[src/rtl/vga_scan_fetch.sv]
// vga_scan_fetch: 640x480@60 scan-out with framebuffer fetch; VGA_TEST_PATTERN_EN adds an fx^fy test pattern
module vga_scan_fetch #(
  parameter logic [31:0] FB_BASE    = 32'h200,
  parameter int          SCALE_LOG2 = 3,
  parameter logic [9:0]  H_VIS      = 10'd640,
  parameter logic [9:0]  H_FP       = 10'd16,
  parameter logic [9:0]  H_SYNC     = 10'd96,
  parameter logic [9:0]  H_BP       = 10'd48,
  parameter logic [9:0]  V_VIS      = 10'd480,
  parameter logic [9:0]  V_FP       = 10'd10,
  parameter logic [9:0]  V_SYNC     = 10'd2,
  parameter logic [9:0]  V_BP       = 10'd33
) (
  input  logic        clk,
  input  logic        reset,
`ifdef VGA_TEST_PATTERN_EN
  input  logic        pattern_sel,
`endif
  output logic [31:0] mem_addr,
  input  logic [31:0] mem_rdata,
  output logic        vga_hs,
  output logic        vga_vs,
  output logic        vga_da,
  output logic [7:0]  pixel,
  output logic        frame_start
);
  localparam logic [9:0] H_END  = H_VIS + H_FP + H_SYNC + H_BP - 10'd1;
  localparam logic [9:0] V_END  = V_VIS + V_FP + V_SYNC + V_BP - 10'd1;
  localparam logic [9:0] HS_BEG = H_VIS + H_FP;
  localparam logic [9:0] HS_END = HS_BEG + H_SYNC - 10'd1;
  localparam logic [9:0] VS_BEG = V_VIS + V_FP;
  localparam logic [9:0] VS_END = VS_BEG + V_SYNC - 10'd1;
  localparam logic [9:0] FB_W   = H_VIS >> SCALE_LOG2;
  localparam logic [9:0] FB_H   = V_VIS >> SCALE_LOG2;
  logic [9:0]  h, v, fx, fy;
  logic [31:0] byte_addr;
  logic [1:0]  lane1;
  logic        hs1, vs1, da1, fs1;
  logic [7:0]  pix_nxt;
  always_comb begin
    fx = (h < H_VIS) ? (h >> SCALE_LOG2) : FB_W - 10'd1;
    fy = (v < V_VIS) ? (v >> SCALE_LOG2) : FB_H - 10'd1;
    byte_addr = FB_BASE + 32'(fy) * 32'(FB_W) + 32'(fx);
    mem_addr = {byte_addr[31:2], 2'b00};
  end
  always_ff @(posedge clk) begin
    if (reset) begin
      h <= '0;
      v <= '0;
    end else begin
      h <= (h == H_END) ? 10'd0 : h + 10'd1;
      if (h == H_END) v <= (v == V_END) ? 10'd0 : v + 10'd1;
    end
  end
  always_ff @(posedge clk) begin
    if (reset) begin
      lane1 <= '0;
      hs1 <= 1'b1;
      vs1 <= 1'b1;
      da1 <= 1'b0;
      fs1 <= 1'b0;
    end else begin
      lane1 <= byte_addr[1:0];
      hs1 <= !(h >= HS_BEG && h <= HS_END);
      vs1 <= !(v >= VS_BEG && v <= VS_END);
      da1 <= (h < H_VIS) && (v < V_VIS);
      fs1 <= (h == 10'd0) && (v == 10'd0);
    end
  end
`ifdef VGA_TEST_PATTERN_EN
  logic [7:0] pat1;
  always_ff @(posedge clk)
    if (reset) pat1 <= '0;
    else pat1 <= {2'b00, fx[5:0] ^ fy[5:0]};
  always_comb pix_nxt = !da1 ? 8'h00 : pattern_sel ? pat1 : mem_rdata[{lane1, 3'b000} +: 8];
`else
  always_comb pix_nxt = da1 ? mem_rdata[{lane1, 3'b000} +: 8] : 8'h00;
`endif
  always_ff @(posedge clk) begin
    if (reset) begin
      vga_hs <= 1'b1;
      vga_vs <= 1'b1;
      vga_da <= 1'b0;
      pixel <= '0;
      frame_start <= 1'b0;
    end else begin
      vga_hs <= hs1;
      vga_vs <= vs1;
      vga_da <= da1;
      pixel <= pix_nxt;
      frame_start <= fs1;
    end
  end
endmodule

[config.mk]
export PLATFORM = sky130hd
export DESIGN_NAME = vga_scan_fetch
export DESIGN_NICKNAME = d
export VERILOG_FILES = /design/src/rtl/vga_scan_fetch.sv
export SDC_FILE = /design/constraint.sdc
export NUM_CORES = 1
export LEC_CHECK = 0
export CAP_MARGIN = 10
export CORE_AREA = 2 2 82 84
export DETAILED_ROUTE_END_ITERATION = 10
export DIE_AREA = 0 0 84 86
export PLACE_DENSITY = 0.69
export SLEW_MARGIN = 25
export SYNTH_ARGS = -nofsm -noshare
export SYNTH_HDL_FRONTEND = slang
export SYNTH_SLANG_ARGS = --single-unit
export TNS_END_PERCENT = 5
[constraint.sdc]
create_clock -name clk -period 5.1 [get_ports clk]
set_input_delay 1.275 -clock clk [delete_from_list [all_inputs] [get_ports clk]]
set_output_delay 1.275 -clock clk [all_outputs]
set_load 0.03 [all_outputs]
# [After elaboration in Yosys (flattened, before gate mapping)]
# Index checks and enable logic that the tools add are counted.
# W data, S select, Z words.
[totals] reg_bits=38 input_bits=34 out_inout_bits=44 elab_cells=40
[classes] add_sub_neg=4 mul=1 magnitude_cmp=6 n_eq_ne=2 n_shift=1 muxes=3 n_bitwise=1 reduce_logical=10
[op_table] cell="$shiftx A32 B6 Y8" n=1
[op_table] cell="$add A10 B1 Y10 const B" n=2
[op_table] cell="$eq A10 B10 Y1 const B" n=2
[op_table] cell="$logic_not A10 Y1" n=2
[op_table] cell="$add A15 B7 Y16" n=1
[op_table] cell="$add A10 B14 Y15 const A" n=1
[op_table] cell="$mux W7" n=2
[op_table] cell="$ge A10 B10 Y1 const B" n=1
[op_table] cell="$ge A10 B9 Y1 const B" n=1
[op_table] cell="$le A10 B10 Y1 const B" n=1
[op_table] cell="$le A10 B9 Y1 const B" n=1
[op_table] cell="$lt A10 B10 Y1 const B" n=1
[op_table] cell="$lt A10 B9 Y1 const B" n=1
[op_table] cell="$mul A7 B3 Y10 const B" n=1
[op_table] cell="$mux W10" n=1
[op_table] cell="$logic_and A1 B1 Y1" n=4
[op_table] cell="$reduce_or A2 Y1" n=2
[op_table] cell="$logic_not A1 Y1" n=2
[op_table] cell="$not A1 Y1" n=1

# [Logic depth before layout (Yosys ltp)]
# Gate-level depths: netlist of the first run.
[depth] word_depth=5 ltp_mapped=12 ltp_nobuf=10

# [Worst setup path before layout of the first run]
# Ideal clock, no wire load.
[synth_path] kind="register -> output" start="register v[5]" end="output mem_addr[12]" arrival_time_ns=3.046 required_time_ns=3.825 slack_ns=0.779 path_stages_with_launch=13 n_path_buf=2 path_cell_list="dfxtp_1 clkbuf_1 and3_1 a21oi_1 nand2b_1 ha_1 ha_1 fa_1 a211oi_1 o22ai_1 nor4_1 xor2_1 buf_4"
[synth_via] elab_chain_len=5
[synth_lines] element="start, declared" line="35" source="logic [9:0] h, v, fx, fy;"
[synth_lines] element="start signal, assigned" line="52" source="if (h == H_END) v <= (v == V_END) ? 10'd0 : v + 10'd1;"
[synth_lines] element="$lt A10 B9 Y1" line="42" source="fy = (v < V_VIS) ? (v >> SCALE_LOG2) : FB_H - 10'd1;"
[synth_lines] element="$mux W7 (*)" line="42"
[synth_lines] element="$mul A7 B3 Y10 (*)" line="43" source="byte_addr = FB_BASE + 32'(fy) * 32'(FB_W) + 32'(fx);"
[synth_lines] element="$add A10 B14 Y15 (*)" line="43"
[synth_lines] element="$add A15 B7 Y16 (*)" line="43"
[synth_lines] element="end, declared" line="19" source="output logic [31:0] mem_addr,"
# Mark *: on every way between the ends. The rest lies on a longest branch, timed or not.

# [Worst setup path after layout of the first run]
[layout_path] start="register v[7]" end="output mem_addr[9]"
# The elaborated chain is that of the path after synthesis.

==> results.toml, run 1 <==
[worst_setup_path]
critical_path.reg2reg.startpoint = "h[0]$_SDFF_PP0_"
slowest_delay_ns = 0.68
crit_start = "v[7]$_SDFFE_PP0P_"
path_class = "reg -> out"
critPathMaxFanout = 7
endpoint_kind = "output port"
crit_slowest_cell = "clkdlybuf4s50_1"
crit_required_ns = 3.83
arrival_ns = 3.57
crit_chain = "and3_1 > a21oi_1 > nand2b_1 > ha_1 > ha_1 > fa_1 > and3_1 > a21oi_1 > xor2_1 > clkdlybuf4s50_1"
reg2reg_slack_ns = 2.92
start_kind = "register"

[sta]
hold_viol = 0
fin_crit_sh_pct = 95.0
relSlewSlack_pct = 63.3
post-route-min-period_ns = 4.84
fin_tns_setup_ns = 0
hold_ws_ns = 0.424
grt_setup_unrepaired = "no"
tightest_slew_ns = 0.548
maxSlewViolCount = 0
fmax_mhz = 206
finalClockSkew_ns = 0.00582
finalSetupViolations = 0

[route]
via_count = 1979
wl_per_cell_um = 12.7
via_per_inst = 4.94
antenna_left = 0
drt_pass1_iterations = 4
drc = 0
detail_route.wirelength_mm = 5.10
drt_iter0_markers = 68

[global_route]
grt_pass1_wl_mm = 8.40
grt_pass1_vias = 1851
grt_use_total_pct = 14.0
grt_max_degree = 17
grt_antenna_before_repair = 0
grt-ovfl-total = 0

[floorplan]
ios = 78
die_h_um = 86
die_w_um = 84
die_area_um2 = 7220
initial_core_util_pct = 39.6
design.core.area_um2 = 6280
num_rows = 29

[finish]
finalNonFillerCells = 401
final_cell_area_um2 = 3040
final_common_cell = "clkdlybuf4s50_1"
n_antenna_cell = 0
final_nets = 373
fin_util_pct = 48.4
final_cell_mix = "clkdlybuf4s50_1 (54), dfxtp_1 (37), nor2_1 (29)"
drive_gt1_share_pct = 8.33
syn2layout_area_growth_pct = 22.4

[yosys]
synth_edf_count = 0
synth_area_per_cell_um2 = 8.81
synth-main-ff-cell = "dfxtp_1"
ys_warn_count = 0
yosysTopAreaCell = "dfxtp_1"
synthDistinctLibCells = 41
synthCells = 282
yosysSeqAreaShare_pct = 30.6
synth_top_area_share_pct = 30.6
synth.area.top_cells = "dfxtp_1 (31%), buf_4 (9.7%), mux4_2 (7.3%)"
synth_seq_cells = 38
syn-cell-area_um2 = 2480
ys_async_sr_fraction_pct = 0

[run_status]
status = "completed"

[clock_network]
path_clk_slew_ns = 0.08
insertion_delay_ns = 0.29
cts-htree-levels = 2
cts_root_buf = "clkbuf_8"
cts.path.max_buffers = 2
cts_num_sinks = 38
tritoncts = "built"
cts_buffers = 5

[worst_hold_path]
hp-class = "reg -> reg"
worstHoldStart = "vs1$_SDFF_PP1_"

[power_and_ir_drop]
ir_worst_vdd_mv = 0.122
leakagePower_nw = 1.28
power_per_cell_area_nw_per_um2 = 198

[placement]
gp_congestion = 0.856
io_buffers = 57
hpwl_mm = 4.05
place_inst = 393
dpl_cell_area_um2 = 2940

[flow_run]
cap_viol_max_count = 0
==> timing repair <==
action,in CTS,in global routing
hold buffers,0,0
gates resized for setup,1,3
endpoints found under the setup margin,1,3
buffers inserted,0,0
hold endpoints to repair,0,0
==> critical path, delay by kind of cell (launching register included) <==
kind	cells	cell delay, ns
xor gates and xnor gates	1	0.16
AOI/OAI and AO/OA	2	0.38
DFF	1	0.38
adders and majority gates	3	1.07
buffers and inverters	1	0.68
and+or+nand+nor	3	0.60
==> cells in the mapped netlist (all sizes together), types with 2 or more instances <==
library cell / instances
nand2b: 5
nor4b: 2
or2: 6
xor2: 9
and3: 9
o21ai: 9
nor3: 4
o31ai: 2
nor2b: 11
xnor2: 12
nand4: 5
or4: 2
a211oi: 3
fa: 2
nand3: 10
buf: 35
ha: 14
a21oi: 13
nor4: 4
mux4: 8
a21o: 2
clkbuf: 9
nor2: 29
nand2: 14
or3: 6
inv: 8
dfxtp: 38
==> state kept, by name, indices dropped and copies added, names as in the netlist <==
| name | flops |
|---|---|
| h | 10 |
| vga_hs | 1 |
| vga_da | 1 |
| da1 | 1 |
| pixel | 8 |
| vga_vs | 1 |
| frame_start | 1 |
| fs1 | 1 |
| hs1 | 1 |
| v | 10 |
| lane1 | 2 |
| vs1 | 1 |
==> layout make-up <==
cell class | instances | area [um^2]
clock inverter | 1 | 5.00
multi-input combinational | 212 | 1480
timing repair buffer | 58 | 582
sequential | 38 | 762
tap | 77 | 96.3
clock buffer | 7 | 86.3
fill | 600 | 3240
inverter | 8 | 30.0
==> through the flow <==
step	worst slack, ns	power (mW)
2_1_floorplan	0.779	0.372
4_1_cts	0.0187	0.610
6_report	0.257	0.602
5_1_grt	0.0183	0.628
3_5_place_dp	0.294	0.396
3_3_place_gp	0.399	0.396
==> routing by layer <==
| layer | part of all wire (%) | vias up | global-route usage [%] | routed length, um |
|---|---|---|---|---|
| met4 | 1.5 | 0 | 4.40 | 79 |
| met5 | 0 | - | 0 | 0 |
| met1 | 47 | 907 | 18.7 | 2380 |
| li1 | - | 1002 | - | - |
| met2 | 48 | 62 | 23.0 | 2450 |
| met3 | 3.8 | 8 | 2.89 | 195 |
==> path summary, 6_finish.rpt <==
check	end	cells past startpoint
worst min register to register	vga_vs$_SDFF_PP1_	1
worst max-delay path	mem_addr[9]	10
worst max register to register	v[9]$_SDFFE_PP0P_	5
worst min-delay path	vga_vs$_SDFF_PP1_	1
==> power by group <==
| part | internal (mW) | switching, mW | leakage (nW) |
|---|---|---|---|
| Sequential | 0.303 | 0.00360 | 0.310 |
| Combinational | 0.0398 | 0.0428 | 0.923 |
| Clock | 0.109 | 0.103 | 0.0482 |
| Total | 0.452 | 0.150 | 1.28 |
==> logic make-up after synthesis <==
logic type / share of synthesized area, %
flip-flops: 30.6
XOR/XNOR: 7.40
buffers and inverters: 12.9
AND/OR/NAND/NOR: 24.5
other: 0.151
AO/OA/AOI/OAI: 8.56
adder cells (fa/ha/maj): 8.66
multiplexers: 7.25
No activity file was read; power rests on OpenSTA's default activity.
==> run 2: changes to the inputs <==
--- a/config.mk
+++ b/config.mk
@@ -9,7 +9,7 @@
 export CORE_AREA = 2 2 82 84
 export DETAILED_ROUTE_END_ITERATION = 10
 export DIE_AREA = 0 0 84 86
-export PLACE_DENSITY = 0.69
+export PLACE_DENSITY_LB_ADDON = 0.25
 export SLEW_MARGIN = 25
 export SYNTH_ARGS = -nofsm -noshare
 export SYNTH_HDL_FRONTEND = slang
==> run 2 against run 1 <==
Cell count did not move. Register-to-register slack better by 0.03 ns. Non-clock buffer count stayed put. Via count decreased by 1.5%. Clock-buffer cell count is 1 lower. Clock skew decreased by 0.0014 ns. Global-route usage up 0.058 points. Sequential share of layout area is essentially flat. Die area stayed put. Utilization grew 0.060 points. Total power increased by 0.79%.
==> results.toml, run 2 (same netlist as run 1, synthesis figures left out) <==
[sta]
fmax_mhz = 208
maxSlewViolCount = 0
grt_setup_unrepaired = "no"
post-route-min-period_ns = 4.80
finalSetupViolations = 0
hold_ws_ns = 0.411
fin_tns_setup_ns = 0
finalClockSkew_ns = 0.00443
tightest_slew_ns = 0.594
relSlewSlack_pct = 60.3
hold_viol = 0
fin_crit_sh_pct = 94.2
worst_slack_ns = 0.295

[floorplan]
die_area_um2 = 7220
num_rows = 29
design.core.area_um2 = 6280
die_h_um = 86
initial_core_util_pct = 39.6
ios = 78
die_w_um = 84

[route]
wl_per_cell_um = 12.9
via_per_inst = 4.86
via_count = 1949
antenna_left = 0
drc = 0
drt_pass1_iterations = 4
drt_iter0_markers = 42
detail_route.wirelength_mm = 5.17

[finish]
final_nets = 373
n_antenna_cell = 0
top_regs = "h x10, v x10, pixel x8"
drive_gt1_share_pct = 8.64
final_common_cell = "clkdlybuf4s50_1"
nFillCells = 623
syn2layout_area_growth_pct = 22.5
final_cell_mix = "clkdlybuf4s50_1 (54), dfxtp_1 (37), nor2_1 (29)"

[worst_setup_path]
arrival_ns = 3.53
start_kind = "register"
critPathMostFrequentCell = "ha_1"
slowest_delay_ns = 0.41
crit_slowest_cell = "fa_1"
crit_required_ns = 3.83
critPathMaxFanout = 7
endpoint_kind = "output port"
crit_chain = "and3_1 > a21oi_1 > nand2b_1 > ha_1 > ha_1 > fa_1 > a211oi_1 > o22ai_1 > nor4_1 > xor2_1 > dlygate4sd2_1"
path_class = "reg -> out"

[global_route]
grt_max_degree = 17
grt_use_total_pct = 14.1
grt-ovfl-total = 0
grt_antenna_before_repair = 0
grt_pass1_vias = 1746
grt_pass1_wl_mm = 8.25

[placement]
io_buffers = 57
pre_cts_ws_ns = 0.292
gp_congestion = 0.843
hpwl_mm = 3.96

[clock_network]
insertion_delay_ns = 0.29
path_clk_slew_ns = 0.08
cts_buffers = 5
cts-htree-levels = 2
cts_num_sinks = 38
cts_root_buf = "clkbuf_8"
postCtsSetupBuffers = 0
cts.path.max_buffers = 2
tritoncts = "built"

[power_and_ir_drop]
ir_worst_vdd_mv = 0.125
power_per_cell_area_nw_per_um2 = 199
leakagePower_nw = 1.28
p_total_mw = 0.607

[worst_hold_path]
hp-class = "reg -> reg"

[run_status]
status = "completed"

[flow_run]
cap_viol_max_count = 0
[run 2: cell types whose count changed in the layout (fill, tap and decap cells not counted)]
| cell | delta |
|---|---|
| clkinvlp_4 | +1 |
| clkbuf_1 | -1 |
[run 2: layout make-up]
cell class              count  area [um^2]  share of cell area, %
flip-flops and latches     38          762                   25.0
clock inverters             2         12.5                  0.411
repair buffers             58          582                   19.1
multi-input cells         212         1480                   48.6
well taps                  77         96.3                   3.16
inverters                   8         30.0                  0.986
clock buffers               6         82.6                   2.71
[run 2: repair_timing]
action / CTS / global route
endpoints found under the setup margin: 1 / 3
gates resized for setup: 1 / 3
hold endpoints to repair: 0 / 0
hold buffers: 0 / 0
gates cloned: 0 / 0
[run 2: stage by stage]
| step | std cells | util [%] | instance area [um^2] |
|---|---|---|---|
| 6_report | 401 | 48.5 | 3040 |
| 5_1_grt | 401 | 48.5 | 3040 |
| 4_1_cts | 401 | 48.4 | 3040 |
| 3_5_place_dp | 393 | 46.9 | 2940 |
| 3_3_place_gp | 393 | 46.9 | 2940 |
| 2_1_floorplan | 302 | - | 2560 |
[run 2: per-layer routing]
metal / up-vias / wire length (um) / GRT usage (%)
met5: - / 0 / 0
met4: 0 / 69 / 4.11
met3: 6 / 238 / 4.43
met2: 47 / 2450 / 22.0
met1: 895 / 2410 / 18.9
li1: 1001 / - / -
[run 2: report_power, final]
group          switching [mW]  internal [mW]
Sequential            0.00351          0.303
Clock                   0.109          0.109
Combinational          0.0429         0.0397
[run 2: worst paths after layout]
check | start | end | slack [ns] | cells after the start
max | v[7]$_SDFFE_PP0P_ | mem_addr[12] | 0.30 | 11
min | hs1$_SDFF_PP1_ | vga_hs$_SDFF_PP1_ | 0.41 | 1
max reg2reg | h[0]$_SDFF_PP0_ | v[9]$_SDFFE_PP0P_ | 2.95 | 5
min reg2reg | hs1$_SDFF_PP1_ | vga_hs$_SDFF_PP1_ | 0.41 | 1
[run 2: worst max-delay path: cells and delay by family (launching register included)]
kind | cells | cell delay [ns]
AO/OA/AOI/OAI | 3 | 0.68
XOR/XNOR | 1 | 0.17
adder cells (fa/ha/maj) | 3 | 0.98
buffers and inverters | 1 | 0.41
flip-flops | 1 | 0.37
AND/OR/NAND/NOR | 3 | 0.63
==> run 3: changes to the inputs <==
--- a/config.mk
+++ b/config.mk
@@ -10,6 +10,7 @@
 export DETAILED_ROUTE_END_ITERATION = 10
 export DIE_AREA = 0 0 84 86
 export PLACE_DENSITY_LB_ADDON = 0.25
+export SETUP_SLACK_MARGIN = 0.05
 export SLEW_MARGIN = 25
 export SYNTH_ARGS = -nofsm -noshare
 export SYNTH_HDL_FRONTEND = slang
==> run 3 against run 2 <==
Global-route usage unchanged. Design area up 0.16%. Sequential power about the same. Via count about the same. Non-clock buffer count unchanged. First-iteration DRC count down 2.4%. Utilization up 0.080 points. Worst setup slack worse by 0.021 ns.
==> results.toml, run 3 (same netlist as run 1, synthesis figures left out) <==
[floorplan]
die_w_um = 84
initial_core_util_pct = 39.6
num_rows = 29
ios = 78
die_area_um2 = 7220
die_h_um = 86
design.core.area_um2 = 6280

[run_status]
status = "completed"

[global_route]
grt_antenna_before_repair = 0
grtUsageMet2_pct = 22.0
grt_pass1_vias = 1746
grt_max_degree = 17
grt_pass1_wl_mm = 8.25
use_met3_pct = 4.43
grt_use_total_pct = 14.1
grt-ovfl-total = 0
gr-max-usage-layer = "met2"
use_met1_pct = 18.9

[clock_network]
cts_root_buf = "clkbuf_8"
cts-htree-levels = 2
cts_buffers = 5
tritoncts = "built"
cts_num_sinks = 38
cts.path.max_buffers = 2
hold_buffers = 0
path_clk_slew_ns = 0.08
insertion_delay_ns = 0.29

[worst_setup_path]
crit_required_ns = 3.83
critPathMaxFanout = 7
start_kind = "register"
endpoint_kind = "output port"
path_class = "reg -> out"
arrival_ns = 3.55

[route]
drc = 0
drt_pass1_iterations = 4
detail_route.wirelength_mm = 5.18
via_per_inst = 4.86
via_count = 1950
antenna_left = 0
drt_iter0_markers = 41
wl_per_cell_um = 12.9

[power_and_ir_drop]
power_per_cell_area_nw_per_um2 = 199
power.internal_mw = 0.452
swShare_pct = 25.6
power_frac_seq_pct = 50.5
p_comb_share_pct = 13.6
switchingPower_mw = 0.155
clkPwrFrac_pct = 35.8
leakagePower_nw = 1.28
ir_worst_vdd_mv = 0.125
p_total_mw = 0.607

[finish]
multi_input_area_um2 = 1480
nFillCells = 622
regArea_um2 = 762
drive_gt1_share_pct = 8.95
final_nets = 373
top_regs = "h x10, v x10, pixel x8"
final_cell_mix = "clkdlybuf4s50_1 (54), dfxtp_1 (37), nor2_1 (29)"
n_antenna_cell = 0
syn2layout_area_growth_pct = 22.7
final_common_cell = "clkdlybuf4s50_1"

[sta]
fin_tns_setup_ns = 0
post-route-min-period_ns = 4.83
finalClockSkew_ns = 0.00444
fmax_mhz = 207
maxSlewViolCount = 0
grt_setup_unrepaired = "no"
finalSetupViolations = 0
relSlewSlack_pct = 60.4
fin_crit_sh_pct = 94.6
tightest_slew_ns = 0.593
hold_viol = 0

[worst_hold_path]
hp-class = "reg -> reg"

[placement]
io_buffers = 57
gp_congestion = 0.843
hpwl_mm = 3.96

[flow_run]
cap_viol_max_count = 0
==> run 3: cell types whose count changed in the layout (fill, tap and decap cells not counted) <==
cell,before,now
a211oi_1,3,2
a211oi_2,0,1
==> run 3: critical path: stages (launching register included) <==
cell	delay [ns]
dfxtp_1	0.37
and3_1	0.23
a21oi_1	0.19
nand2b_1	0.16
ha_1	0.33
ha_1	0.24
fa_1	0.42
xor2_1	0.30
a31oi_1	0.12
nor4_1	0.32
xor2_1	0.17
dlygate4sd2_1	0.41
==> run 3: per-layer routing <==
layer  up-vias  wire, um
met5         -         0
met4         0        69
met3         6       266
met2        52      2440
met1       890      2400
li1       1002         -
==> run 3: worst paths after layout <==
check	to	cells after the start	start	slack, ns
setup / recovery	mem_addr[12]	11	v[7]$_SDFFE_PP0P_	0.27
hold reg to reg	vga_hs$_SDFF_PP1_	1	hs1$_SDFF_PP1_	0.41
setup reg to reg	v[9]$_SDFFE_PP0P_	5	h[0]$_SDFF_PP0_	2.95
hold / removal	vga_hs$_SDFF_PP1_	1	hs1$_SDFF_PP1_	0.41
==> run 3: power groups by stage <==
stage / clock (mW) / combinational, mW / sequential (mW)
after floorplan: 0 / 0.0513 / 0.320
after global placement: 0 / 0.0819 / 0.314
after detailed placement: 0 / 0.0827 / 0.314
after CTS: 0.227 / 0.0830 / 0.307
after global routing: 0.243 / 0.0879 / 0.308
final: 0.218 / 0.0826 / 0.307
==> run 3: layout make-up <==
| class | instances | share of cell area, % |
|---|---|---|
| timing repair buffer | 58 | 19.1 |
| sequential | 38 | 25.0 |
| clock inverter | 2 | 0.410 |
| clock buffer | 6 | 2.71 |
| inverter | 8 | 0.985 |
| tap | 77 | 3.16 |
| multi-input combinational | 212 | 48.7 |
==> run 3: metrics by stage <==
stage               area (um^2)  setup WS (ns)  utilization [%]  instances  hold WS [ns]
floorplan                  2560          0.779                -        302         0.389
global placement           2940          0.394             46.9        393         0.396
detailed placement         2940          0.292             46.9        393         0.402
CTS                        3040         0.0706             48.4        401         0.416
global route               3050          0.110             48.6        401         0.431
finish                     3050          0.274             48.6        401         0.411
==> run 3: what timing repair did <==
action / CTS / global route
resized for setup: 1 / 4
buffers inserted: 0 / 0
endpoints found under the setup margin: 1 / 3
